`src/rtl/multicycle_controller.sv`:
```
// Control unit for the multi-cycle ARM datapath with a unified instruction/data memory.
// Sequences each instruction through FETCH/DECODE/EXECUTE/MEMORY/WRITEBACK, decodes
// the ALU operation, holds the NZCV flags and gates all write enables by the condition.
// Ports:
//   clk, reset (async, active-low)
//   Instr      : IR contents (Cond, Op, Funct, Rd fields used)
//   ALUFlags   : {N,Z,C,V} produced by the ALU this cycle
//   PCWrite, MemWrite, RegWrite, IRWrite : write enables (forced low during reset)
//   AdrSrc, ResultSrc, ALUSrcA, ALUSrcB, ImmSrc, RegSrc, ALUControl : datapath selects
//   State      : current FSM state for debug
module multicycle_controller #(
  parameter logic [3:0] FLAGS_RESET = 4'b0000
) (
  input  logic        clk,
  input  logic        reset,
  input  logic [31:0] Instr,
  input  logic [3:0]  ALUFlags,
  output logic        PCWrite,
  output logic        MemWrite,
  output logic        RegWrite,
  output logic        IRWrite,
  output logic        AdrSrc,
  output logic [1:0]  ResultSrc,
  output logic        ALUSrcA,
  output logic [1:0]  ALUSrcB,
  output logic [1:0]  ImmSrc,
  output logic [1:0]  RegSrc,
  output logic [1:0]  ALUControl,
  output logic [3:0]  State
);

  typedef enum logic [3:0] {
    FETCH    = 4'd0,
    DECODE   = 4'd1,
    MEMADR   = 4'd2,
    MEMREAD  = 4'd3,
    MEMWB    = 4'd4,
    MEMWRITE = 4'd5,
    EXECUTER = 4'd6,
    EXECUTEI = 4'd7,
    ALUWB    = 4'd8,
    BRANCH   = 4'd9
  } state_t;

  state_t      state, state_next;
  logic [3:0]  cond, rd;
  logic [1:0]  op;
  logic [5:0]  funct;
  logic [3:0]  flags;
  logic        condex, cond_ok;
  logic        next_pc, branch, reg_w, mem_w, ir_write, alu_op;
  logic [1:0]  flag_w;
  logic        pcs;
  logic        unused_instr;

  assign cond  = Instr[31:28];
  assign op    = Instr[27:26];
  assign funct = Instr[25:20];
  assign rd    = Instr[15:12];
  assign unused_instr = ^{Instr[19:16], Instr[11:0]};

  // State register
  always_ff @(posedge clk or negedge reset) begin
    if (!reset) state <= FETCH;
    else        state <= state_next;
  end

  // Next-state and Moore control decode
  always_comb begin
    state_next = FETCH;
    next_pc    = 1'b0;
    branch     = 1'b0;
    reg_w      = 1'b0;
    mem_w      = 1'b0;
    ir_write   = 1'b0;
    alu_op     = 1'b0;
    AdrSrc     = 1'b0;
    ResultSrc  = 2'b00;
    ALUSrcA    = 1'b0;
    ALUSrcB    = 2'b00;
    case (state)
      FETCH: begin
        state_next = DECODE;
        ALUSrcA    = 1'b1;
        ALUSrcB    = 2'b10;
        ResultSrc  = 2'b10;
        ir_write   = 1'b1;
        next_pc    = 1'b1;
      end
      DECODE: begin
        ALUSrcA   = 1'b1;
        ALUSrcB   = 2'b10;
        ResultSrc = 2'b10;
        case (op)
          2'b01:   state_next = MEMADR;
          2'b00:   state_next = funct[5] ? EXECUTEI : EXECUTER;
          2'b10:   state_next = BRANCH;
          default: state_next = FETCH;
        endcase
      end
      MEMADR: begin
        state_next = funct[0] ? MEMREAD : MEMWRITE;
        ALUSrcB    = 2'b01;
      end
      MEMREAD: begin
        state_next = MEMWB;
        AdrSrc     = 1'b1;
      end
      MEMWB: begin
        ResultSrc = 2'b01;
        reg_w     = 1'b1;
      end
      MEMWRITE: begin
        AdrSrc = 1'b1;
        mem_w  = 1'b1;
      end
      EXECUTER: begin
        state_next = ALUWB;
        alu_op     = 1'b1;
      end
      EXECUTEI: begin
        state_next = ALUWB;
        ALUSrcB    = 2'b01;
        alu_op     = 1'b1;
      end
      ALUWB: begin
        reg_w = 1'b1;
      end
      BRANCH: begin
        ALUSrcB   = 2'b01;
        ResultSrc = 2'b10;
        branch    = 1'b1;
      end
      default: state_next = FETCH;
    endcase
  end

  // ALU decode; logical ops only write N,Z
  always_comb begin
    ALUControl = 2'b00;
    flag_w     = 2'b00;
    if (alu_op) begin
      case (funct[4:1])
        4'b0100: begin ALUControl = 2'b00; flag_w = {funct[0], funct[0]}; end
        4'b0010: begin ALUControl = 2'b01; flag_w = {funct[0], funct[0]}; end
        4'b0000: begin ALUControl = 2'b10; flag_w = {funct[0], 1'b0};     end
        4'b1100: begin ALUControl = 2'b11; flag_w = {funct[0], 1'b0};     end
        default: begin ALUControl = 2'b00; flag_w = 2'b00;                end
      endcase
    end
  end

  // Condition check against the stored flags {N,Z,C,V}
  always_comb begin
    cond_ok = 1'b0;
    case (cond)
      4'b0000: cond_ok = flags[2];
      4'b0001: cond_ok = ~flags[2];
      4'b0010: cond_ok = flags[1];
      4'b0011: cond_ok = ~flags[1];
      4'b0100: cond_ok = flags[3];
      4'b0101: cond_ok = ~flags[3];
      4'b0110: cond_ok = flags[0];
      4'b0111: cond_ok = ~flags[0];
      4'b1000: cond_ok = flags[1] & ~flags[2];
      4'b1001: cond_ok = ~flags[1] | flags[2];
      4'b1010: cond_ok = (flags[3] == flags[0]);
      4'b1011: cond_ok = (flags[3] != flags[0]);
      4'b1100: cond_ok = ~flags[2] & (flags[3] == flags[0]);
      4'b1101: cond_ok = flags[2] | (flags[3] != flags[0]);
      4'b1110: cond_ok = 1'b1;
      default: cond_ok = 1'b0;
    endcase
  end

  // CondEx sampled once per instruction, at the end of DECODE
  always_ff @(posedge clk or negedge reset) begin
    if (!reset)              condex <= 1'b0;
    else if (state == DECODE) condex <= cond_ok;
  end

  // Flags written only when an executed instruction leaves its EXECUTE state
  always_ff @(posedge clk or negedge reset) begin
    if (!reset) begin
      flags <= FLAGS_RESET;
    end else if (((state == EXECUTER) || (state == EXECUTEI)) && condex) begin
      if (flag_w[1]) flags[3:2] <= ALUFlags[3:2];
      if (flag_w[0]) flags[1:0] <= ALUFlags[1:0];
    end
  end

  // Write enables, held low for as long as reset is asserted
  assign pcs      = ((rd == 4'hF) && reg_w) || branch;
  assign PCWrite  = reset & (next_pc | (pcs & condex));
  assign RegWrite = reset & reg_w & condex & (rd != 4'hF);
  assign MemWrite = reset & mem_w & condex;
  assign IRWrite  = reset & ir_write;

  assign ImmSrc = op;
  assign RegSrc = {(op == 2'b01), (op == 2'b10)};
  assign State  = state;

endmodule

```
`config.mk`:
```
export PLATFORM = sky130hd
export DESIGN_NAME = multicycle_controller
export DESIGN_NICKNAME = d
export VERILOG_FILES = /design/src/rtl/multicycle_controller.sv
export SDC_FILE = /design/constraint.sdc
export NUM_CORES = 1
export LEC_CHECK = 0
export ABC_AREA = 1
export BUFFER_PORTS_ARGS = -buffer_cell sky130_fd_sc_hd__buf_2
export CORE_MARGIN = 2
export CORE_UTILIZATION = 30
export CTS_CLUSTER_SIZE = 25
export DETAILED_ROUTE_END_ITERATION = 10
export SKIP_LAST_GASP = 1
export SYNTH_ARGS = -nofsm -noshare
export SYNTH_HDL_FRONTEND = slang
export SYNTH_SLANG_ARGS = --single-unit
export TNS_END_PERCENT = 50
```
`constraint.sdc`:
```
create_clock -name clk -period 1.5 [get_ports clk]
set_clock_uncertainty 0.1 [all_clocks]
set_input_delay 0.3 -clock clk [delete_from_list [all_inputs] [get_ports clk]]
set_output_delay 0.3 -clock clk [all_outputs]
set_load 0.01 [all_outputs]
```
# Word-level counts from Yosys, hierarchy flattened
# Cells that the tools add are included.
dict set report totals {
  regBits 9
  in_bits 38
  out_inout_bits 20
  elab_cells 89
}
dict set report op_classes {
  n_eq_ne 32
  mux 18
  bitwise_logic 17
  n_reduce_logical 18
}
# operator n
set op_table {}
lappend op_table {{$eq A4 B4 Y1 const B} 11}
lappend op_table {{$eq A4 B3 Y1 const B} 9}
lappend op_table {{$eq A4 B2 Y1 const B} 5}
lappend op_table {{$pmux W4 S5} 1}
lappend op_table {{$pmux W1 S15} 1}
lappend op_table {{$logic_not A4 Y1} 3}
lappend op_table {{$pmux W2 S2} 3}
lappend op_table {{$pmux W4 S3} 1}
lappend op_table {{$reduce_or A2 Y1} 6}
lappend op_table {{$and A1 B1 Y1} 10}
lappend op_table {{$eq A4 B1 Y1 const B} 2}
lappend op_table {{$mux W1} 8}
lappend op_table {{$pmux W2 S3} 1}
lappend op_table {{$reduce_or A3 Y1} 2}
lappend op_table {{$mux W2} 2}
lappend op_table {{$ne A4 B4 Y1 const B} 1}
lappend op_table {{$not A1 Y1} 4}
lappend op_table {{$reduce_and A2 Y1} 2}
lappend op_table {{$mux W3} 1}
lappend op_table {{$or A1 B1 Y1} 3}
lappend op_table {{$eq A2 B1 Y1 const B} 1}
lappend op_table {{$eq A2 B2 Y1 const B} 1}
lappend op_table {{$logic_and A1 B1 Y1} 2}
lappend op_table {{$logic_not A2 Y1} 1}
lappend op_table {{3 further kinds} 4}

# Logic depth before layout (Yosys ltp)
# Gate-level depths: netlist of run 1.
dict set report depth {
  depth_word 8
  ltp_mapped 10
  ltp_nobuf 10
}

# Least setup slack after synthesis of run 1
# No wires, ideal clock.
dict set report synth_timing {
  kind {register -> output}
  from {register state[1] (netlist: State[1])}
  to {output PCWrite}
  arrival_ps 1152
  required_time_ps 1100
  path_slack_ps -52
  path_stages_with_launch 7
  path_buffers 1
  path_cell_list {dfrtp_1 -> buf_2 -> nor2_1 -> o21ai_1 -> o21ai_1 -> nand2_1 -> a21oi_1}
}
dict set report synth_between {
  elab_chain_len 8
  word_cells_on_any_way 13
  classes_between {eq/ne: 3; mux: 3; bitwise: 3; reduce/logical: 4}
}
# item line
set synth_lines {}
lappend synth_lines {{from (decl)} 45} ;# state_t state, state_next;
lappend synth_lines {{from (signal assigned)} 65} ;# else state <= state_next;
lappend synth_lines {{$eq A4 B4 Y1 or $eq A4 B3 Y1 (tied branches)} 81} ;# case (state)
lappend synth_lines {{$reduce_or A2 Y1 (no line)} -}
lappend synth_lines {{$mux W1} 81}
lappend synth_lines {{$logic_and A1 B1 Y1} 193} ;# assign pcs = ((rd == 4'hF) && reg_w) || branch;
lappend synth_lines {{$logic_or A1 B1 Y1} 193}
lappend synth_lines {{$and A1 B1 Y1} 194} ;# assign PCWrite = reset & (next_pc | (pcs & condex));
lappend synth_lines {{$or A1 B1 Y1 *} 194}
lappend synth_lines {{$and A1 B1 Y1 *} 194}
lappend synth_lines {{to (decl)} 18} ;# output logic PCWrite,
# Mark *: on every way between the ends. The rest lies on a longest branch, timed or not.

# Worst setup path in the final report of run 1
dict set report layout_timing {
  from {register state[3] (netlist: State[3])}
  to {output PCWrite}
}
# The elaborated chain is that of the path after synthesis.

==> results.json, run 1 <==
{
  "outcome": "complete, but fails checks",
  "failed_checks": "setup timing",
  "hpwl_um": 1820,
  "dieArea_sq_mm": 0.00314,
  "synth_top_family_by_area": "simple AND/OR/NAND/NOR gates",
  "whs_path_depth": 3,
  "grt_max_degree": 10,
  "cpPeakStageDelay_ps": 450,
  "setup_slack_ps": -303,
  "start_util": 0.322,
  "cts_inserted_buffers": 3,
  "drive_above_1_share": 0.422,
  "num_antenna_cells": 0,
  "final-setup-viol-count": 15,
  "fmax_mhz": 555,
  "grt.total_usage": 0.147,
  "antenna_found_initial": 0,
  "critPathBufInv": 1,
  "ys_ff_latch": 9,
  "fp.dieW_um": 56.1,
  "clock_path_buffers": 2,
  "area_growth_pct": 62.3,
  "final_nets": 243,
  "slew_viol_final": 0,
  "cp-start-kind": "flip-flop",
  "synth_compound_area_frac": 0.100,
  "die_y_um": 56.1,
  "r2r_cells": 10,
  "critPathCaptureType": "output port",
  "netlist_area_sq_um": 813,
  "num_io_pins": 58,
  "hold_viol_final": 0,
  "clkTransAtPathRegs_ps": 60,
  "cp.depth": 6,
  "fillerInstances": 259,
  "synthSimpleGateAreaFrac": 0.502,
  "synthAdderAreaFrac": 0,
  "power_uw": 1880,
  "multi_input_area_sq_um": 562,
  "maxSlewHeadroom": 0.880,
  "ant_nets": 0,
  "rsz0062_at_grt": "yes",
  "syn_avg_cell_area_sq_um": 5.73,
  "worst-endpoint-arrival_ps": 1400,
  "crit_family": "flip-flops",
  "power_density_mw_per_mm2": 1420,
  "ys_warn_count": 0,
  "cts-root-buf": "clkbuf_4",
  "io_buffers": 41,
  "placedCellCount": 222,
  "gp_congestion": 0.813,
  "grt_remaining_overflow": 0,
  "crit_type": "reg2out",
  "grt_pass1_vias": 989,
  "synth_xor_area_frac": 0,
  "synth_seq_area_share": 0.277,
  "path_max_fanout": 4,
  "yosysUniqueCellTypes": 19,
  "critical_path_required_ps": 1100,
  "hold_class": "in2reg",
  "wl_per_cell_um": 10.2,
  "core_area_sq_mm": 0.00252,
  "tightest_slew_ps": 179,
  "crit_chain": "nor2_4 -> o21ai_2 -> o21ai_1 -> nand2_1 -> a21oi_2 -> buf_2",
  "dr.pass1.iters": 4,
  "final_cell_mix": "nand2_1, buf_2, nor2_1, inv_1, nand3_1",
  "synth.area.mux_share": 0,
  "min_period_ps": 1800,
  "min_period_over_period": 1.20,
  "clkLatencyLatePin_ps": 260,
  "std_cell_rows": 18,
  "netlist_instances": 142,
  "num_vias": 1090,
  "cp_slowest_cell": "dfrtp_2",
  "p_leak_uw": 0.000742,
  "cts_tree": "done",
  "max_cap_violations": 0,
  "drtIter0Drc": 13,
  "regArea_sq_um": 229,
  "cts.htree.levels": 1,
  "clock_sinks": 9,
  "wirelength_um": 2380,
  "final_cells": 234,
  "grt_pass1_wl_um": 3840,
  "syn_nets": 180,
  "drc": 0,
  "viasPerCell": 4.66,
  "ir_worst_vdd_mv": 1.20
}
==> registers in the layout, indices dropped and copies added, names as in the netlist <==
register	cells
flags	4
condex	1
State	4
==> tightest hold or removal path: stages <==
cell and delay, ps:
buf_2 80, nand2_1 40, o21ai_1 60
==> synthesized netlist by cell type <==
cell      count  area share
buf_4         2       0.018
o21ai_1       3       0.018
buf_2         1      0.0061
nor3b_1       1      0.0092
nand4_1       1      0.0077
a21oi_1       5       0.031
o21ai_0       4       0.025
inv_2         1      0.0046
nand2_2       3       0.023
nor2_1       27        0.12
nor2_4        2       0.028
nor3_1        2       0.012
nand3_1      17        0.10
o22ai_1       1      0.0077
nand2_1      40        0.18
inv_1        20       0.092
o211ai_1      2       0.018
dfrtp_1       9        0.28
nor4_1        1      0.0077
==> cell type report <==
cell class,count,share of cell area
Clock buffer,4,0.0199
Inverter,21,0.0597
Multi-Input combinational cell,109,0.426
Sequential cell,9,0.173
Tap cell,30,0.0284
Timing Repair Buffer,61,0.293
==> routing by layer <==
layer	track usage	share of wire	up-vias	wire length [um]
met1	0.179	0.44	473	1040
li1	-	-	580	-
met4	0.0408	0.016	0	37
met5	0	0	-	0
met2	0.262	0.49	32	1170
met3	0.0256	0.055	5	130
==> cells by family after synthesis <==
| logic type | after synthesis |
|---|---|
| AO/OA/AOI/OAI | 15 |
| buffers and inverters | 24 |
| flip-flops | 9 |
| AND/OR/NAND/NOR | 94 |
==> through the flow <==
step	util	worst slack, ps	area (sq um)	hold WS [ps]	setup TNS, ps
after floorplan	-	14.2	828	-95.6	0
after global placement	0.450	-70.6	1130	142	-105
after detailed placement	0.450	-58.0	1130	144	-87.1
after CTS	0.483	-316	1220	165	-2370
after global routing	0.523	-374	1320	165	-3960
final	0.523	-303	1320	157	-2660
==> final timing paths <==
path / start / to / slack, ps
worst max-delay path: State[3] / PCWrite / -300
worst max register to register: State[1] / flags[2] / -80
min in group asynchronous: reset / State[0] / 410
worst min-delay path: ALUFlags[3] / flags[3] / 160
max in group asynchronous: reset / State[3] / 750
worst min register to register: condex / condex / 440
==> report_power, final <==
part	switching (uW)	internal [uW]
clock network	85.7	103
logic	661	611
registers	90.4	325
==> timing repair <==
item,in CTS,in global routing
hold endpoints to repair,9,0
buffers inserted,2,5
gates resized for setup,9,17
pin swaps,1,4
hold buffers,1,0
endpoints found under the setup margin,12,13
Note: power is estimated with default switching activity, not from simulation.
==> run 2: changes to the inputs <==
--- a/config.mk
+++ b/config.mk
@@ -7,10 +7,12 @@
 export LEC_CHECK = 0
 export ABC_AREA = 1
 export BUFFER_PORTS_ARGS = -buffer_cell sky130_fd_sc_hd__buf_2
+export CAP_MARGIN = 20
 export CORE_MARGIN = 2
-export CORE_UTILIZATION = 30
+export CORE_UTILIZATION = 40
 export CTS_CLUSTER_SIZE = 25
 export DETAILED_ROUTE_END_ITERATION = 10
+export PLACE_DENSITY = 0.79
 export SKIP_LAST_GASP = 1
 export SYNTH_ARGS = -nofsm -noshare
 export SYNTH_HDL_FRONTEND = slang
==> run 2 against run 1 <==
  * The flow still finishes with violations (setup timing)
  * Clock-buffer cell count unchanged
  * Critical endpoint unchanged
  * Sequential share of layout area up 0.79 points
  * Worst setup slack worse by 23 ps
  * Clock power down 2%
  * Core utilization up 12 points
  * Highest routed layer unchanged
  * Register-to-register slack better by 180 ps
  * Flip-flop and latch count unchanged
  * Design area down 5.4%
==> results.json, run 2 (synthesis results as in run 1) <==
{
  "outcome": "complete, but fails checks",
  "failed_checks": "setup timing",
  "final_core_util": 0.643,
  "num_io_pins": 58,
  "cts.htree.levels": 1,
  "min_period_over_period": 1.22,
  "dieArea_sq_mm": 0.00241,
  "path_max_fanout": 5,
  "critPathCaptureType": "output port",
  "maxSlewHeadroom": 0.865,
  "antenna_found_initial": 0,
  "p_leak_uw": 0.000746,
  "power.internal_uw": 950,
  "num_vias": 1114,
  "p_sw_uw": 775,
  "clkPwrFrac": 0.107,
  "cts_tree": "done",
  "final_cell_mix": "buf_2, nand2_1, nor2_1, inv_1, buf_4",
  "min_period_ps": 1830,
  "reg2reg_slack_ps": 100,
  "clock_sinks": 9,
  "tightest_slew_ps": 200,
  "timing.hold.ws_ps": 142,
  "grt_pass1_wl_um": 3920,
  "clock_path_buffers": 2,
  "setup_slack_ps": -326,
  "start_util": 0.419,
  "grt.total_usage": 0.210,
  "p_sw_frac": 0.449,
  "max_cap_violations": 0,
  "clkLatencyLatePin_ps": 260,
  "final_common_cell": "buf_2",
  "viasPerCell": 4.82,
  "setup_tns_ps": -3060,
  "ir_worst_vdd_mv": 0.667,
  "area_growth_pct": 53.5,
  "wirelength_um": 2410,
  "drive_above_1_share": 0.392,
  "drtIter0Drc": 13,
  "cts_inserted_buffers": 3,
  "worst-endpoint-arrival_ps": 1430,
  "num_antenna_cells": 0,
  "die_y_um": 49.1,
  "fp.dieW_um": 49.1,
  "power_density_mw_per_mm2": 1380,
  "drc": 0,
  "hold_viol_final": 0,
  "grt_max_degree": 10,
  "hold_class": "in2reg",
  "pwr-share-comb": 0.653,
  "io_buffers": 41,
  "post-place-ws_ps": -95.5,
  "hpwl_um": 1930,
  "crit_type": "reg2out",
  "grt_pass1_vias": 1034,
  "core_area_sq_mm": 0.00194,
  "final_nets": 243,
  "clkTransAtPathRegs_ps": 60,
  "gp_congestion": 0.860,
  "cts-root-buf": "clkbuf_4",
  "placedCellCount": 222,
  "seqPwrFrac": 0.240,
  "grt_remaining_overflow": 0,
  "ant_nets": 0,
  "final-setup-viol-count": 13,
  "critical_path_required_ps": 1100,
  "dr.pass1.iters": 4,
  "slew_viol_final": 0,
  "rsz0062_at_grt": "yes",
  "cp-start-kind": "flip-flop",
  "final_cells": 231,
  "wl_per_cell_um": 10.4,
  "fmax_mhz": 548,
  "std_cell_rows": 16
}
run 2: final timing paths:
check	cells after the start	end	from
max in group asynchronous	3	State[3]	reset
min in group asynchronous	3	State[2]	reset
worst min-delay path	3	flags[2]	ALUFlags[2]
worst min register to register	2	condex	condex
worst max-delay path	6	PCWrite	State[3]
worst max register to register	7	flags[2]	State[3]
run 2: per-stage QoR:
| stage | instance area (sq um) | power (uW) |
|---|---|---|
| 6_report | 1250 | 1730 |
| 5_1_grt | 1250 | 1850 |
| 4_1_cts | 1240 | 1710 |
| 3_5_place_dp | 1150 | 1440 |
| 3_3_place_gp | 1150 | 1400 |
| 2_1_floorplan | 828 | 936 |
run 2: critical path: stages (launching register included):
cell and delay, ps:
dfrtp_2 450, nor2_4 170, o21ai_2 90, o21ai_1 130, nand2_1 80, a21oi_2 110
buf_2 130
run 2: timing repair:
action / CTS / global route
pin swaps: 5 / 2
resized for setup: 8 / 1
buffers inserted: 3 / 1
setup endpoints to repair: 12 / 13
gates cloned: 0 / 0
hold endpoints to repair: 9 / 0
hold buffers: 1 / 0
run 2: routing by layer:
metal,vias up,global-route usage,share of wire
li1,573,-,-
met1,498,0.229,0.41
met2,35,0.360,0.52
met3,8,0.0276,0.044
met4,0,0.167,0.030
met5,-,0,0
run 2: layout make-up:
| type | count | area [sq um] |
|---|---|---|
| clock buffers | 4 | 26.3 |
| repair buffers | 61 | 358 |
| fillers | 180 | 693 |
| inverters | 21 | 78.8 |
| well taps | 27 | 33.8 |
| flip-flops and latches | 9 | 226 |
| multi-input cells | 109 | 526 |
run 2: power groups by stage:
stage	registers [uW]	logic (uW)	clock network [uW]
2_1_floorplan	414	522	0
3_3_place_gp	406	998	0
3_5_place_dp	412	1030	0
4_1_cts	411	1110	189
5_1_grt	421	1230	199
6_report	414	1130	184
==> run 3: changes to the inputs <==
--- a/config.mk
+++ b/config.mk
@@ -5,7 +5,6 @@
 export SDC_FILE = /design/constraint.sdc
 export NUM_CORES = 1
 export LEC_CHECK = 0
-export ABC_AREA = 1
 export BUFFER_PORTS_ARGS = -buffer_cell sky130_fd_sc_hd__buf_2
 export CAP_MARGIN = 20
 export CORE_MARGIN = 2
==> run 3 against run 2 <==
  * The flow still finishes with violations (setup timing)
  * Combinational power up 7%
  * Non-clock buffer count is 5 higher
  * Sequential power is 4% lower
  * Clock-buffer cell count unchanged
  * Register-to-register slack worse by 490 ps
==> results.json, run 3 <==
{
  "slew_viol_final": 0,
  "r2r_start": "State[3]",
  "start_util": 0.419,
  "dieArea_sq_mm": 0.00241,
  "final_cell_mix": "buf_2, buf_4, nor2_1, nand2_1, dfrtp_1",
  "final_cells": 188,
  "cp-start-kind": "flip-flop",
  "seqPwrFrac": 0.220,
  "placedCellCount": 182,
  "core_area_sq_mm": 0.00194,
  "max_cap_violations": 0,
  "failed_checks": "setup timing",
  "fillerInstances": 164,
  "dr.pass1.iters": 4,
  "final_area_sq_mm": 0.00129,
  "viasPerCell": 5.15,
  "final_common_cell": "buf_2",
  "synth_top_area_cell": "dfrtp_1",
  "rsz0062_at_grt": "yes",
  "ys_warn_count": 0,
  "power_density_mw_per_mm2": 1400,
  "r2r_cells": 5,
  "crit_path_end": "ALUControl[1]",
  "path_max_fanout": 2,
  "p_leak_uw": 0.000649,
  "netlist_area_sq_um": 815,
  "yosysMostFrequentCell": "nor2_1",
  "hold_viol_final": 0,
  "num_vias": 969,
  "clkTransAtPathRegs_ps": 60,
  "critical_path_required_ps": 1100,
  "crit_chain": "nand2b_4 -> or3_4 -> buf_6 -> nor4_4 -> buf_2",
  "final-setup-viol-count": 17,
  "setup_tns_ps": -5220,
  "grt_max_degree": 13,
  "synth-edff-count": 0,
  "yosysUniqueCellTypes": 38,
  "maxSlewHeadroom": 0.719,
  "cp_slowest_cell": "dfrtp_2",
  "cts_tree": "done",
  "grt.total_usage": 0.215,
  "power.internal_uw": 1020,
  "tightest_slew_ps": 421,
  "synthTopCellsByArea": "dfrtp_1, nor2_1, mux2_1",
  "ir_worst_vdd_mv": 1.17,
  "clkLatencyLatePin_ps": 270,
  "place_area_sq_mm": 0.00119,
  "syn_avg_cell_area_sq_um": 8.23,
  "synth_ff_type": "dfrtp_1",
  "netlist.area_leader.share": 0.276,
  "cts_inserted_buffers": 3,
  "syn_nets": 137,
  "synthArstFlopShare": 1.00,
  "num_antenna_cells": 0,
  "min_period_ps": 1940,
  "synth_commonest_cells": "nor2_1, dfrtp_1, nand2_1",
  "cts.htree.levels": 1,
  "startpoint": "State[3]",
  "clock_path_buffers": 2,
  "pwr-share-comb": 0.673,
  "grt_pass1_vias": 916,
  "worst-endpoint-arrival_ps": 1540,
  "ys_ff_latch": 9,
  "reg2reg_slack_ps": -390,
  "netlist_instances": 99,
  "wirelength_um": 2360,
  "grt_pass1_wl_um": 3980,
  "wl_per_cell_um": 12.6,
  "grt_remaining_overflow": 0,
  "gp_congestion": 0.809,
  "timing.hold.ws_ps": 145,
  "drtIter0Drc": 24,
  "min_period_over_period": 1.29,
  "rr_endpoint": "flags[3]",
  "cpPeakStageDelay_ps": 400,
  "final_nets": 200,
  "drive_above_1_share": 0.516,
  "setup_slack_ps": -437,
  "outcome": "complete, but fails checks",
  "area_growth_pct": 58.2,
  "hold_class": "in2reg",
  "critPathCaptureType": "output port",
  "antenna_found_initial": 0,
  "drc": 0,
  "clock_sinks": 9,
  "fmax_mhz": 516,
  "synth_seq_area_share": 0.276,
  "clkPwrFrac": 0.107,
  "die_y_um": 49.1,
  "num_io_pins": 58,
  "hpwl_um": 1830,
  "cts-root-buf": "clkbuf_4",
  "ant_nets": 0,
  "p_sw_frac": 0.431,
  "fp.dieW_um": 49.1,
  "std_cell_rows": 16,
  "p_sw_uw": 776,
  "io_buffers": 41,
  "crit_type": "reg2out"
}
-- run 3: cell count changes after synthesis, sizes merged, moves of 3 or more --
cell    change
xor2        +4
xnor2       +3
nand2      -34
inv        -19
nor3        +6
mux2        +4
nand3      -16
nor2b       +6
o21ai       -4
clkbuf      +4
nor2       -16
a211oi      +3
-- run 3: final cells by class --
type | count | area (sq um) | share of cell area
well taps | 27 | 33.8 | 0.0262
multi-input cells | 80 | 596 | 0.462
inverters | 2 | 7.51 | 0.00583
clock buffers | 4 | 26.3 | 0.0204
flip-flops and latches | 9 | 226 | 0.176
repair buffers | 66 | 399 | 0.310
-- run 3: how the worst min path moves through the flow --
stage / depth (start not counted) / end / startpoint / slack [ps]
final: 2 / flags[1] / ALUFlags[1] / 140
after global routing: 2 / flags[1] / ALUFlags[1] / 140
after CTS: 2 / flags[1] / ALUFlags[1] / 130
after detailed placement: 2 / State[0] / reset / 180
after global placement: 2 / State[0] / reset / 190
after floorplan: 0 / State[0] / reset / -100
-- run 3: metal layers --
layer / vias up / track usage / share of wire
met5: - / 0 / 0
met4: 0 / 0.0762 / 0.0080
met3: 2 / 0.0552 / 0.060
met2: 32 / 0.405 / 0.55
met1: 461 / 0.225 / 0.38
li1: 474 / - / -
-- run 3: logic make-up after synthesis --
kind of cell	synth area share
AO/OA/AOI/OAI	0.167
XOR/XNOR	0.0753
buffers and inverters	0.0614
flip-flops	0.277
multiplexers	0.0799
AND/OR/NAND/NOR	0.339
-- run 3: power by group through the flow --
stage	Clock, uW	Combinational, uW	Sequential, uW
global route	215	1320	405
detailed placement	0	1130	396
floorplan	0	656	399
CTS	202	1190	395
global placement	0	1110	392
finish	193	1210	396
-- run 3: metrics by stage --
stage | worst slack (ps) | utilization | power, uW
detailed placement | -373 | 0.614 | 1530
global route | -512 | 0.664 | 1940
global placement | -346 | 0.614 | 1500
floorplan | -418 | - | 1060
finish | -437 | 0.664 | 1800
CTS | -517 | 0.655 | 1790
-- run 3: worst max-delay path: cells and delay by family (launching register included) --
family,cells,cell delay [ps]
flip-flops,1,400
buffers and inverters,2,290
AND/OR/NAND/NOR,3,580
-- run 3: timing repair --
item / in CTS / in global routing
endpoints found under the hold margin: 9 / 0
resized for setup: 10 / 2
setup endpoints to repair: 17 / 17
buffers inserted: 0 / 1
hold buffers: 1 / 0
pin swaps: 5 / 2
